==> src/rtl/passenger_request_queue_pkg.sv <==
// Shared definitions for the passenger request queue and the bus-route controller:
// keypad scan codes and the thermometer queue encoding.
package passenger_request_queue_pkg;

  localparam logic [8:0] SC_KP1 = 9'h069;
  localparam logic [8:0] SC_KP2 = 9'h072;

  typedef enum logic [1:0] {
    Q_EMPTY = 2'b00,
    Q_ONE   = 2'b10,
    Q_TWO   = 2'b11
  } queue_e;

  // Occupancy of a thermometer word is simply its number of set bits.
  function automatic int unsigned q_occupancy(input queue_e q);
    return int'($countones(q));
  endfunction

  function automatic queue_e q_push(input queue_e q);
    case (q)
      Q_EMPTY: return Q_ONE;
      default: return Q_TWO;
    endcase
  endfunction

endpackage

==> src/rtl/passenger_request_queue_stop_queue.sv <==
// One stop's waiting-passenger queue: make/break arming, board edge detect,
// thermometer occupancy and the accept pulse; reject_o is the unregistered drop strobe.
module stop_queue
  import passenger_request_queue_pkg::*;
#(
  parameter int unsigned QCAP = 2
) (
  input  logic       clk_i,
  input  logic       rst_i,
  input  logic       make_i,
  input  logic       break_i,
  input  logic       board_i,
  output logic [1:0] queue_o,
  output logic       add_o,
  output logic       reject_o
);

  queue_e queue_q, queue_d;
  queue_e base;
  logic   armed_q, armed_d;
  logic   board_q;
  logic   add_q, add_d;
  logic   board_edge;
  logic   press;

  always_comb begin
    board_edge = board_i & ~board_q;
    press      = make_i & armed_q;
    // A board edge empties the stop before any same-cycle press is queued.
    base       = board_edge ? Q_EMPTY : queue_q;

    armed_d = armed_q;
    if (press) begin
      armed_d = 1'b0;
    end else if (break_i) begin
      armed_d = 1'b1;
    end

    queue_d  = base;
    add_d    = 1'b0;
    reject_o = 1'b0;
    if (press) begin
      if (q_occupancy(base) >= QCAP) begin
        reject_o = 1'b1;
      end else begin
        queue_d = q_push(base);
        add_d   = 1'b1;
      end
    end
  end

  always_ff @(posedge clk_i or posedge rst_i) begin
    if (rst_i) begin
      queue_q <= Q_EMPTY;
      armed_q <= 1'b1;
      board_q <= 1'b0;
      add_q   <= 1'b0;
    end else begin
      queue_q <= queue_d;
      armed_q <= armed_d;
      board_q <= board_i;
      add_q   <= add_d;
    end
  end

  assign queue_o = queue_q;
  assign add_o   = add_q;

endmodule

==> src/rtl/passenger_request_queue.sv <==
// Turns keypad make/break events into per-stop passenger queues for the bus-route
// controller, with a registered drop pulse and saturating rejected-press counter.
module passenger_request_queue
  import passenger_request_queue_pkg::*;
#(
  parameter logic [8:0]  KEY_B1 = SC_KP1,
  parameter logic [8:0]  KEY_B2 = SC_KP2,
  parameter int unsigned QCAP   = 2,
  parameter int unsigned DROP_W = 8
) (
  input  logic              clk,
  input  logic              rst,
  input  logic [511:0]      key_down,
  input  logic [8:0]        last_change,
  input  logic              key_valid,
  input  logic              board_b1,
  input  logic              board_b2,
  output logic [1:0]        at_b1,
  output logic [1:0]        at_b2,
  output logic              add_b1,
  output logic              add_b2,
  output logic              drop,
  output logic [DROP_W-1:0] drop_cnt
);

  logic              level;
  logic              hit_b1, hit_b2;
  logic              rej_b1, rej_b2;
  logic              drop_d, drop_q;
  logic [DROP_W-1:0] cnt_d, cnt_q;

  // The pressed level of the event's own code; equals key_down[KEY_BN] on a hit.
  assign level  = key_down[last_change];
  assign hit_b1 = key_valid && (last_change == KEY_B1);
  assign hit_b2 = key_valid && (last_change == KEY_B2);

  stop_queue #(.QCAP(QCAP)) u_b1 (
    .clk_i   (clk),
    .rst_i   (rst),
    .make_i  (hit_b1 & level),
    .break_i (hit_b1 & ~level),
    .board_i (board_b1),
    .queue_o (at_b1),
    .add_o   (add_b1),
    .reject_o(rej_b1)
  );

  stop_queue #(.QCAP(QCAP)) u_b2 (
    .clk_i   (clk),
    .rst_i   (rst),
    .make_i  (hit_b2 & level),
    .break_i (hit_b2 & ~level),
    .board_i (board_b2),
    .queue_o (at_b2),
    .add_o   (add_b2),
    .reject_o(rej_b2)
  );

  always_comb begin
    drop_d = rej_b1 | rej_b2;
    cnt_d  = cnt_q;
    if (drop_d && (cnt_q != '1)) begin
      cnt_d = cnt_q + DROP_W'(1);
    end
  end

  always_ff @(posedge clk or posedge rst) begin
    if (rst) begin
      drop_q <= 1'b0;
      cnt_q  <= '0;
    end else begin
      drop_q <= drop_d;
      cnt_q  <= cnt_d;
    end
  end

  assign drop     = drop_q;
  assign drop_cnt = cnt_q;

endmodule

==> config.mk <==
export PLATFORM = sky130hd
export DESIGN_NAME = passenger_request_queue
export DESIGN_NICKNAME = d
export VERILOG_FILES = /design/src/rtl/passenger_request_queue_pkg.sv /design/src/rtl/passenger_request_queue_stop_queue.sv /design/src/rtl/passenger_request_queue.sv
export SDC_FILE = /design/constraint.sdc
export NUM_CORES = 1
export LEC_CHECK = 0
export BUFFER_PORTS_ARGS = -buffer_cell sky130_fd_sc_hd__buf_2
export CORE_AREA = 4 4 206 208
export DETAILED_ROUTE_END_ITERATION = 7
export DIE_AREA = 0 0 210 212
export GPL_TIMING_DRIVEN = 0
export PLACE_DENSITY_LB_ADDON = 0.3
export SKIP_LAST_GASP = 1
export SLEW_MARGIN = 20
export SYNTH_ARGS = -nofsm -noshare
export SYNTH_HDL_FRONTEND = slang
export SYNTH_SLANG_ARGS = --single-unit
==> constraint.sdc <==
create_clock -name clk -period 2.1 [get_ports clk]
set_input_delay 0.315 -clock clk [delete_from_list [all_inputs] [get_ports clk]]
set_output_delay 0.315 -clock clk [all_outputs]
set_load 0.01 [all_outputs]
==> results of run 1 <==
[synth_stat cells, drive strengths merged (3+ instances only)]
library cell	instances
a22o	4
nor2	14
o221ai	5
a31oi	7
nor3	3
and3	5
mux2	17
a221o	4
a211oi	4
mux2i	33
mux4	120
clkbuf	8
a221oi	5
a21oi	9
buf	38
nand3	13
nand2b	4
dfrtp	17
inv	6
o21ai	8
a22oi	10
or3	4
nor2b	8
a2111oi	4
and2	4
nand2	27
xor2	4
a32oi	3
[per-stage QoR]
stage	TNS [ns]	total power, mW	utilization, %	instance area, um^2
2_1_floorplan	-11.19	1.20	-	5360
4_1_cts	-14.51	2.68	23.6	9580
3_3_place_gp	-37.68	2.07	21.5	8710
6_report	-13.60	2.69	24.1	9790
3_5_place_dp	-37.84	2.09	21.5	8730
5_1_grt	-15.01	2.85	24.1	9790
[final timing paths]
| check | slack (ns) | from | cells past startpoint | endpoint |
|---|---|---|---|---|
| max | -1.01 | last_change[1] | 14 | drop_cnt[7] |
| min | 0.18 | rst | 2 | u_b1.board_q |
| max reg2reg | -0.04 | drop_cnt[0] | 6 | drop_cnt[7] |
| min reg2reg | 0.50 | drop_cnt[4] | 1 | drop_cnt[4] |
| max in group asynchronous | 1.46 | rst | 2 | drop_cnt[1] |
| min in group clk | 0.19 | board_b2 | 1 | u_b2.board_q |
[per-layer routing]
| layer | up-vias | global-route usage [%] | routed length, um |
|---|---|---|---|
| met3 | 35 | 2.54 | 2540 |
| met1 | 3461 | 22.5 | 17000 |
| met5 | - | 0 | 13 |
| met2 | 358 | 31.4 | 21100 |
| met4 | 2 | 3.49 | 940 |
| li1 | 3010 | - | - |
[cells by family after synthesis]
family / after synthesis / share of synthesized area, %
AO/OA/AOI/OAI: 78 / 11.2
XOR/XNOR: 6 / 1.13
adder cells (fa/ha/maj): 1 / 0.235
buffers and inverters: 52 / 8.03
flip-flops: 19 / 8.99
multiplexers: 170 / 61.5
AND/OR/NAND/NOR: 92 / 8.97
[registers in the layout, indices dropped and copies added (netlist names)]
| register | count |
|---|---|
| u_b2.board_q | 1 |
| drop | 1 |
| u_b1.add_o | 1 |
| u_b2.add_o | 1 |
| u_b2.queue_o | 2 |
| u_b2.armed_q | 1 |
| u_b1.board_q | 1 |
| u_b1.queue_o | 2 |
| u_b1.armed_q | 1 |
| drop_cnt | 8 |
[power groups by stage]
stage                     Combinational [mW]  Sequential (mW)  Clock [mW]
after floorplan                        0.826            0.377           0
after global placement                  1.70            0.378           0
after detailed placement                1.71            0.378           0
after CTS                               1.91            0.371       0.402
after global routing                    2.05            0.371       0.423
final                                   1.93            0.371       0.393
[cell type report]
cell class / count / share of cell area, %
plain buffers: 43 / 7.17
repair buffers: 581 / 31.8
well taps: 532 / 6.80
clock buffers: 4 / 0.805
inverters: 6 / 0.256
diodes: 2 / 0.0511
multi-input cells: 347 / 48.2
flip-flops and latches: 19 / 4.88
[cell usage in the layout, fill, tap and decap left out, drive strengths merged, types with 5 or more instances in the layout]
cell	Yosys	routed
inv	6	6
a22oi	10	10
mux4	120	120
mux2	17	17
mux2i	33	33
clkbuf	8	10
nand3	13	13
a221oi	5	5
and3	5	5
buf	38	617
nand2	27	27
a31oi	7	7
nor2	14	14
o21ai	8	8
dfrtp	17	17
o221ai	5	5
a21oi	9	9
nor2b	8	8
[worst reg2reg max path, delay by kind of cell (launching register included)]
kind / cells / cell delay (ns)
simple gates: 3 / 0.91
flops: 1 / 0.46
fa+ha+maj: 1 / 0.27
compound gates: 1 / 0.25
xor+xnor: 1 / 0.14
[what timing repair did]
item | in CTS | in global routing
pin swaps | 16 | 18
cloned | 1 | 0
resized for setup | 114 | 30
buffers inserted | 26 | 17
endpoints found under the setup margin | 17 | 17
==> impl_summary.txt, run 1 <==
----------------------------------------------------
[Synth]
  Number of enable flip-flop cells after synthesis ... 0
  Synthesized netlist cell count ... between 400 and 500
  Count of distinct cell types in the synthesized netlist ... 61
  Portion of synthesized cell area occupied by the leading cell type ... 46.2%
  Biggest area consumer among synthesized cells ... mux4_2
  Fraction of the yosys area taken by sequential cells ... 8.99%
  Leading post-synthesis cells by cell area ... mux4_2 46%, dfrtp_1 8.0%, mux2i_1 6.2%
  Number of warnings issued by yosys ... 0
  Primary FF master, synth ... dfrtp_1
  Area of the mapped netlist ... 5310 um^2
  Post-synthesis register bit count ... 19
  Net Count, Synth ... between 900 and 1,000
  Per-instance average area after synthesis ... 12.7 um^2
  Share of synthesized registers carrying an async set or reset ... between 90% and 100%

[STA]
  Maximum achievable frequency ... 321 MHz
  Worst slew margin relative to its limit ... roughly 51%
  Number of setup violations in the final report ... 17
  Max-slew violation count ... 0
  Worst hold slack ... ~0.18 ns
  Setup slack of the critical path after layout ... -1.01 ns
  Setup repair after global routing missed its margin ... yes
  Final cycle utilization of the critical path ... 148%
  Final hold violations ... 0
  Layout Skew ... 0.000646 ns
  Period minus WS final ... roughly 3.1 ns
  Worst-margin pin slew ... 0.734 ns

[Detailed routing]
  Total wirelength of the detailed-routed design ... 41,600 um
  Mean number of vias per cell ... about 4.5
  Number of remaining DRC errors ... 0
  Drt first-iter violations ... 357
  Detail-routed net length per standard cell ... 27.1 um
  Via count of the routed design ... 6,866
  Antenna Nets Post-Route ... 0
  Initial DRT Pass Iterations ... 4

[CTS]
  CTS H-tree lvls ... 1
  Clock-pin slew reported for the worst setup and hold paths after clock tree synthesis ... about 0.05 ns
  Sinks on the clock net ... 19
  Cell at the root of the clock tree ... clkbuf_16
  Clock insertion delay at the later pin of the skew report ... 0.25 ns
  Hold Buf Count CTS ... 0
  TritonCTS clock tree ... built
  Clock Path Buffers ... 2
  Number of buffers inserted during clock tree synthesis ... 3

[Global routing]
  Wire length of the first global-routing pass ... 55,200 um
  Total overflow reported by the global router ... 0
  Initial antenna violation count ... 4
  Via count of the first global-routing pass ... 7,500
  GRT Resource Usage Total ... between 10% and 20%
  Pin count of the biggest net entering global routing ... 20

[Power and ir drop]
  Fraction of power spent switching nets ... a little over a third
  Power Internal ... approximately 1.7 mW
  Clock network fraction of design power ... between 10% and 20%
  Leakage Power ... around 4.6 nW
  Part of the power in combinational logic ... a little under three quarters
  Cell area power density ... 275 nW/um^2
  Worst VDD drop ... 259 uV
  Net switching power ... 0.976 mW
  Portion of total power attributed to sequential cells ... ~14%

[Floorplanning]
  # rows ... 74
  Starting Density ... between 10% and 20%
  Area of the die ... ~45,000 um^2
  Die width ... between 200 and 250 um
  Top-level port count ... 541
  Core Area ... 40,600 um^2
  Die span in y ... 212 um

[Placement]
  Count of placed standard cells including taps ... 1,488
  GPL Wtd Cong ... 0.893
  Half-perimeter wire length after placement ... between 30,000 and 40,000 um
  Buffers added on ports ... 537
  Minimum setup slack after placement ... -2.59 ns

[Finish]
  FILL cells ... between 4,000 and 5,000
  Fraction of final layout cells with drive strength greater than 1 ... about 81%
  Synth-to-layout area growth ... 84.2%
  Number of standard cells in the layout, taps in and fillers out ... 1,534
  Area occupied by multi-input gates ... around 4700 um^2
  Storage element area ... 478 um^2
  Number of nets in the final layout ... 1,528

[Critical path]
  Crit path max-delay family ... simple AND/OR/NAND/NOR gates
  Highest net fanout along the worst path ... 10
  Launching element type of the critical path ... input pin
  Crit-path max cell delay ... between 0.4 and 0.5 ns
  Critical-path top delay cell ... or3_4
  Signal arrival time at the worst endpoint ... 3.25 ns
  Required time of the critical path ... 2.24 ns
  Critical path cell sequence ... buf_12 > buf_12 > buf_16 > buf_12 > buf_12 > mux4_2 > a2bb2oi_2 > a21oi_2 > a211o_1 > and3_4 > o2111a_2 > or3_4 > or3_4 > xnor2_2
  Type of destination of the critical path ... flip-flop
  WP buf/inv ... 5
  Type of the setup path with the least slack ... input pin to flip-flop
  Critical Path Most Common Cell ... buf_12

[Status]
  Violations in the final reports ... setup timing
  Outcome ... finished, violations left

[Min path]
  Worst hold path type ... input pin to asynchronous set/reset pin

[Run]
  Number of maximum-capacitance violations ... 0

----------------------------------------------------
No activity file was read; power rests on OpenSTA's default activity.
==> run 2, diff against run 1 <==
--- a/config.mk
+++ b/config.mk
@@ -11,6 +11,7 @@
 export DIE_AREA = 0 0 210 212
 export GPL_TIMING_DRIVEN = 0
 export PLACE_DENSITY_LB_ADDON = 0.3
+export RECOVER_POWER = 100
 export SKIP_LAST_GASP = 1
 export SLEW_MARGIN = 20
 export SYNTH_ARGS = -nofsm -noshare
==> run 2 against run 1 <==
  * The flow still finishes with violations (setup timing)
  * Worst setup slack lost 0.0038 ns
  * Largest power group unchanged
  * Design area shrank 0.18%
  * Largest cell class unchanged
  * Critical endpoint unchanged
  * Critical path depth is the same
  * Clock skew is essentially flat
  * Final cell count is the same
  * First-iteration DRC count grew 2.2%
  * Core utilization is essentially flat
  * Sequential share of layout area is essentially flat
  * Hold slack is essentially flat
  * Count of clock-buffer cells in the layout is the same
  * Non-clock buffer count is the same
  * Via count shrank 0.23%
==> impl_summary.txt, run 2 (synthesized netlist as in run 1, its figures left out) <==
----------------------------------------------------
[Finish]
  Number of nets in the final layout ... 1,528 (unchanged)
  Post-route cell area ... 9770 um^2 (-0.18%)
  Max reg flops ... 8 (unchanged)
  FILL cells ... 4,494 (+0.25%)
  Commonest non-fill, non-tap cells in the layout ... 523 x buf_2, 112 x mux4_2, 36 x buf_4, 30 x mux2i_1, 27 x nand2_1
  Most frequent standard cell in the layout excluding fill and tap cells ... buf_2
  Fraction of final layout cells with drive strength greater than 1 ... 79.7% (-1.4 points)
  Synth-to-layout area growth ... 83.9%
  Post-layout utilization of the core ... 24.1% (-0.043 points)
  Number of standard cells in the layout, taps in and fillers out ... 1,534 (unchanged)

[Critical path]
  Signal arrival time at the worst endpoint ... 3.26 ns (about the same)
  Critical-path top delay cell ... or3_4
  Critical path cell sequence ... buf_12 > buf_12 > buf_16 > buf_12 > buf_12 > mux4_2 > a2bb2oi_2 > a21oi_2 > a211o_1 > and3_4 > o2111a_2 > or3_4 > or3_4 > xnor2_2
  Source of the worst register-to-register timing path ... drop_cnt[0]
  Crit-path max cell delay ... 0.44 ns (about the same)
  Reg-to-reg slack, setup ... -0.04 ns (about the same)
  Destination of the critical timing path ... drop_cnt[7]
  Critical path origin ... last_change[1]
  Launching element type of the critical path ... input pin
  Type of the setup path with the least slack ... input pin to flip-flop
  Highest net fanout along the worst path ... 10 (unchanged)
  Critical Path Most Common Cell ... buf_12
  Critical R2R Capture ... drop_cnt[7]
  Type of destination of the critical path ... flip-flop
  Required time of the critical path ... 2.24 ns (about the same)
  Worst reg-to-reg path cell count ... 6 (unchanged)

[STA]
  Setup TNS ... -13.78 ns (-0.180 ns)
  Final hold violations ... 0 (unchanged)
  Setup repair after global routing missed its margin ... yes
  Period minus WS final ... 3.12 ns (+0.00378 ns)
  Layout Skew ... 0.000659 ns (+0.0000128 ns)
  Max-slew violation count ... 0 (unchanged)
  Worst slew margin relative to its limit ... 51.0% (about the same)
  Setup slack of the critical path after layout ... -1.02 ns (-0.00378 ns)
  Number of setup violations in the final report ... 17 (unchanged)
  Maximum achievable frequency ... 321 MHz (-0.12%)
  Worst-margin pin slew ... 0.734 ns (+0.000288 ns)
  Final cycle utilization of the critical path ... 149% (+0.18 points)

[Placement]
  GPL Wtd Cong ... 0.893 (unchanged)
  Buffers added on ports ... 537 (unchanged)
  Count of placed standard cells including taps ... 1,488 (unchanged)
  Post-Place Cell Area ... 8730 um^2 (unchanged)
  Half-perimeter wire length after placement ... 35,600 um (unchanged)

[Detailed routing]
  Drt first-iter violations ... 365 (+2.2%)
  Antenna Nets Post-Route ... 0 (unchanged)
  Total wirelength of the detailed-routed design ... 41,600 um (about the same)
  Number of remaining DRC errors ... 0 (unchanged)
  Via count of the routed design ... 6,850 (-0.23%)
  Mean number of vias per cell ... 4.47 (-0.23%)
  Detail-routed net length per standard cell ... 27.1 um (about the same)
  Initial DRT Pass Iterations ... 5 (+1)

[Global routing]
  GRT Resource Usage Total ... 17.5% (unchanged)
  M3 GR Usage ... 2.54% (unchanged)
  Total overflow reported by the global router ... 0 (unchanged)
  Pin count of the biggest net entering global routing ... 20 (unchanged)
  GRT Max-Usage Layer ... met2
  Wire length of the first global-routing pass ... 55,200 um (unchanged)
  Global routing usage on met1 ... 22.5% (unchanged)
  Initial antenna violation count ... 4 (unchanged)
  Via count of the first global-routing pass ... 7,500 (unchanged)
  Global routing usage on met2 ... 31.4% (unchanged)

[CTS]
  Hold Buf Count CTS ... 0 (unchanged)
  Cell at the root of the clock tree ... clkbuf_16
  Clock insertion delay at the later pin of the skew report ... 0.25 ns (about the same)
  Clock-pin slew reported for the worst setup and hold paths after clock tree synthesis ... 0.05 ns (about the same)
  Sinks on the clock net ... 19 (unchanged)
  Clock Path Buffers ... 2 (unchanged)
  TritonCTS clock tree ... built
  Number of buffers inserted during clock tree synthesis ... 3 (unchanged)
  CTS H-tree lvls ... 1 (unchanged)

[Floorplanning]
  Die span in y ... 212 um (unchanged)
  Core Area ... 40,600 um^2 (unchanged)
  Die width ... 210 um (unchanged)
  # rows ... 74 (unchanged)
  Area of the die ... 44,500 um^2 (unchanged)
  Starting Density ... 13.1% (unchanged)
  Top-level port count ... 541 (unchanged)

[Power and ir drop]
  Post-layout total power ... 2.69 mW (about the same)
  Worst VDD drop ... 259 uV (about the same)
  Leakage Power ... 4.52 nW (-1.3%)
  Cell area power density ... 275 nW/um^2 (+0.20%)

[Status]
  Violations in the final reports ... setup timing
  Outcome ... finished, violations left

[Min path]
  Worst hold path type ... input pin to asynchronous set/reset pin

[Run]
  Number of maximum-capacitance violations ... 0 (unchanged)

----------------------------------------------------
[run 2: changes by cell type in the layout (fill, tap and decap cells not counted)]
cell / delta
buf_2: -14
clkbuf_1: +14
[run 2: where the power goes]
group | switching (mW) | internal, mW
Sequential | 0.000938 | 0.370
Combinational | 0.841 | 1.08
Clock | 0.135 | 0.258
[run 2: worst min-delay path by stage]
| stage | from | to | slack, ns | depth (start not counted) |
|---|---|---|---|---|
| 5_1_grt | board_b2 | u_b2.board_q | 0.20 | 1 |
| 4_1_cts | board_b2 | u_b2.board_q | 0.19 | 1 |
| 2_1_floorplan | rst | drop | 0.26 | 1 |
| 6_report | rst | u_b1.board_q | 0.18 | 2 |
| 3_3_place_gp | board_b2 | u_b2.board_q | 0.44 | 1 |
| 3_5_place_dp | board_b2 | u_b2.board_q | 0.45 | 1 |
[run 2: repair_timing]
item,CTS,global route
pin swaps,16,18
setup buffers,26,17
resized for setup,114,30
setup endpoints to repair,17,17
cloned,1,0
[run 2: metrics by stage]
stage | setup WS, ns | hold WS (ns)
floorplan | -0.982 | 0.265
global placement | -2.54 | 0.439
detailed placement | -2.59 | 0.446
CTS | -1.06 | 0.186
global route | -1.05 | 0.200
finish | -1.02 | 0.183
[run 2: layout make-up]
cell class | count | area (um^2) | share of cell area [%]
antenna | 2 | 5.00 | 0.0512
clock buffer | 4 | 78.8 | 0.807
sequential | 19 | 478 | 4.89
inverter | 6 | 25.0 | 0.256
timing repair buffer | 581 | 3100 | 31.7
multi-input combinational | 347 | 4720 | 48.3
buffer | 43 | 702 | 7.18
tap | 532 | 666 | 6.81
[run 2: worst max-delay path, delay by kind of cell]
| kind | cells | cell delay [ns] |
|---|---|---|
| and+or+nand+nor | 3 | 1.00 |
| AOI/OAI and AO/OA | 4 | 0.85 |
| buffers and inverters | 5 | 0.65 |
| muxes | 1 | 0.26 |
| xor gates and xnor gates | 1 | 0.14 |
[run 2: routing by layer]
layer  up-vias  wire, um
li1       3010         -
met1      3450     17100
met2       353     21100
met3        35      2500
met4         2       940
met5         -        13
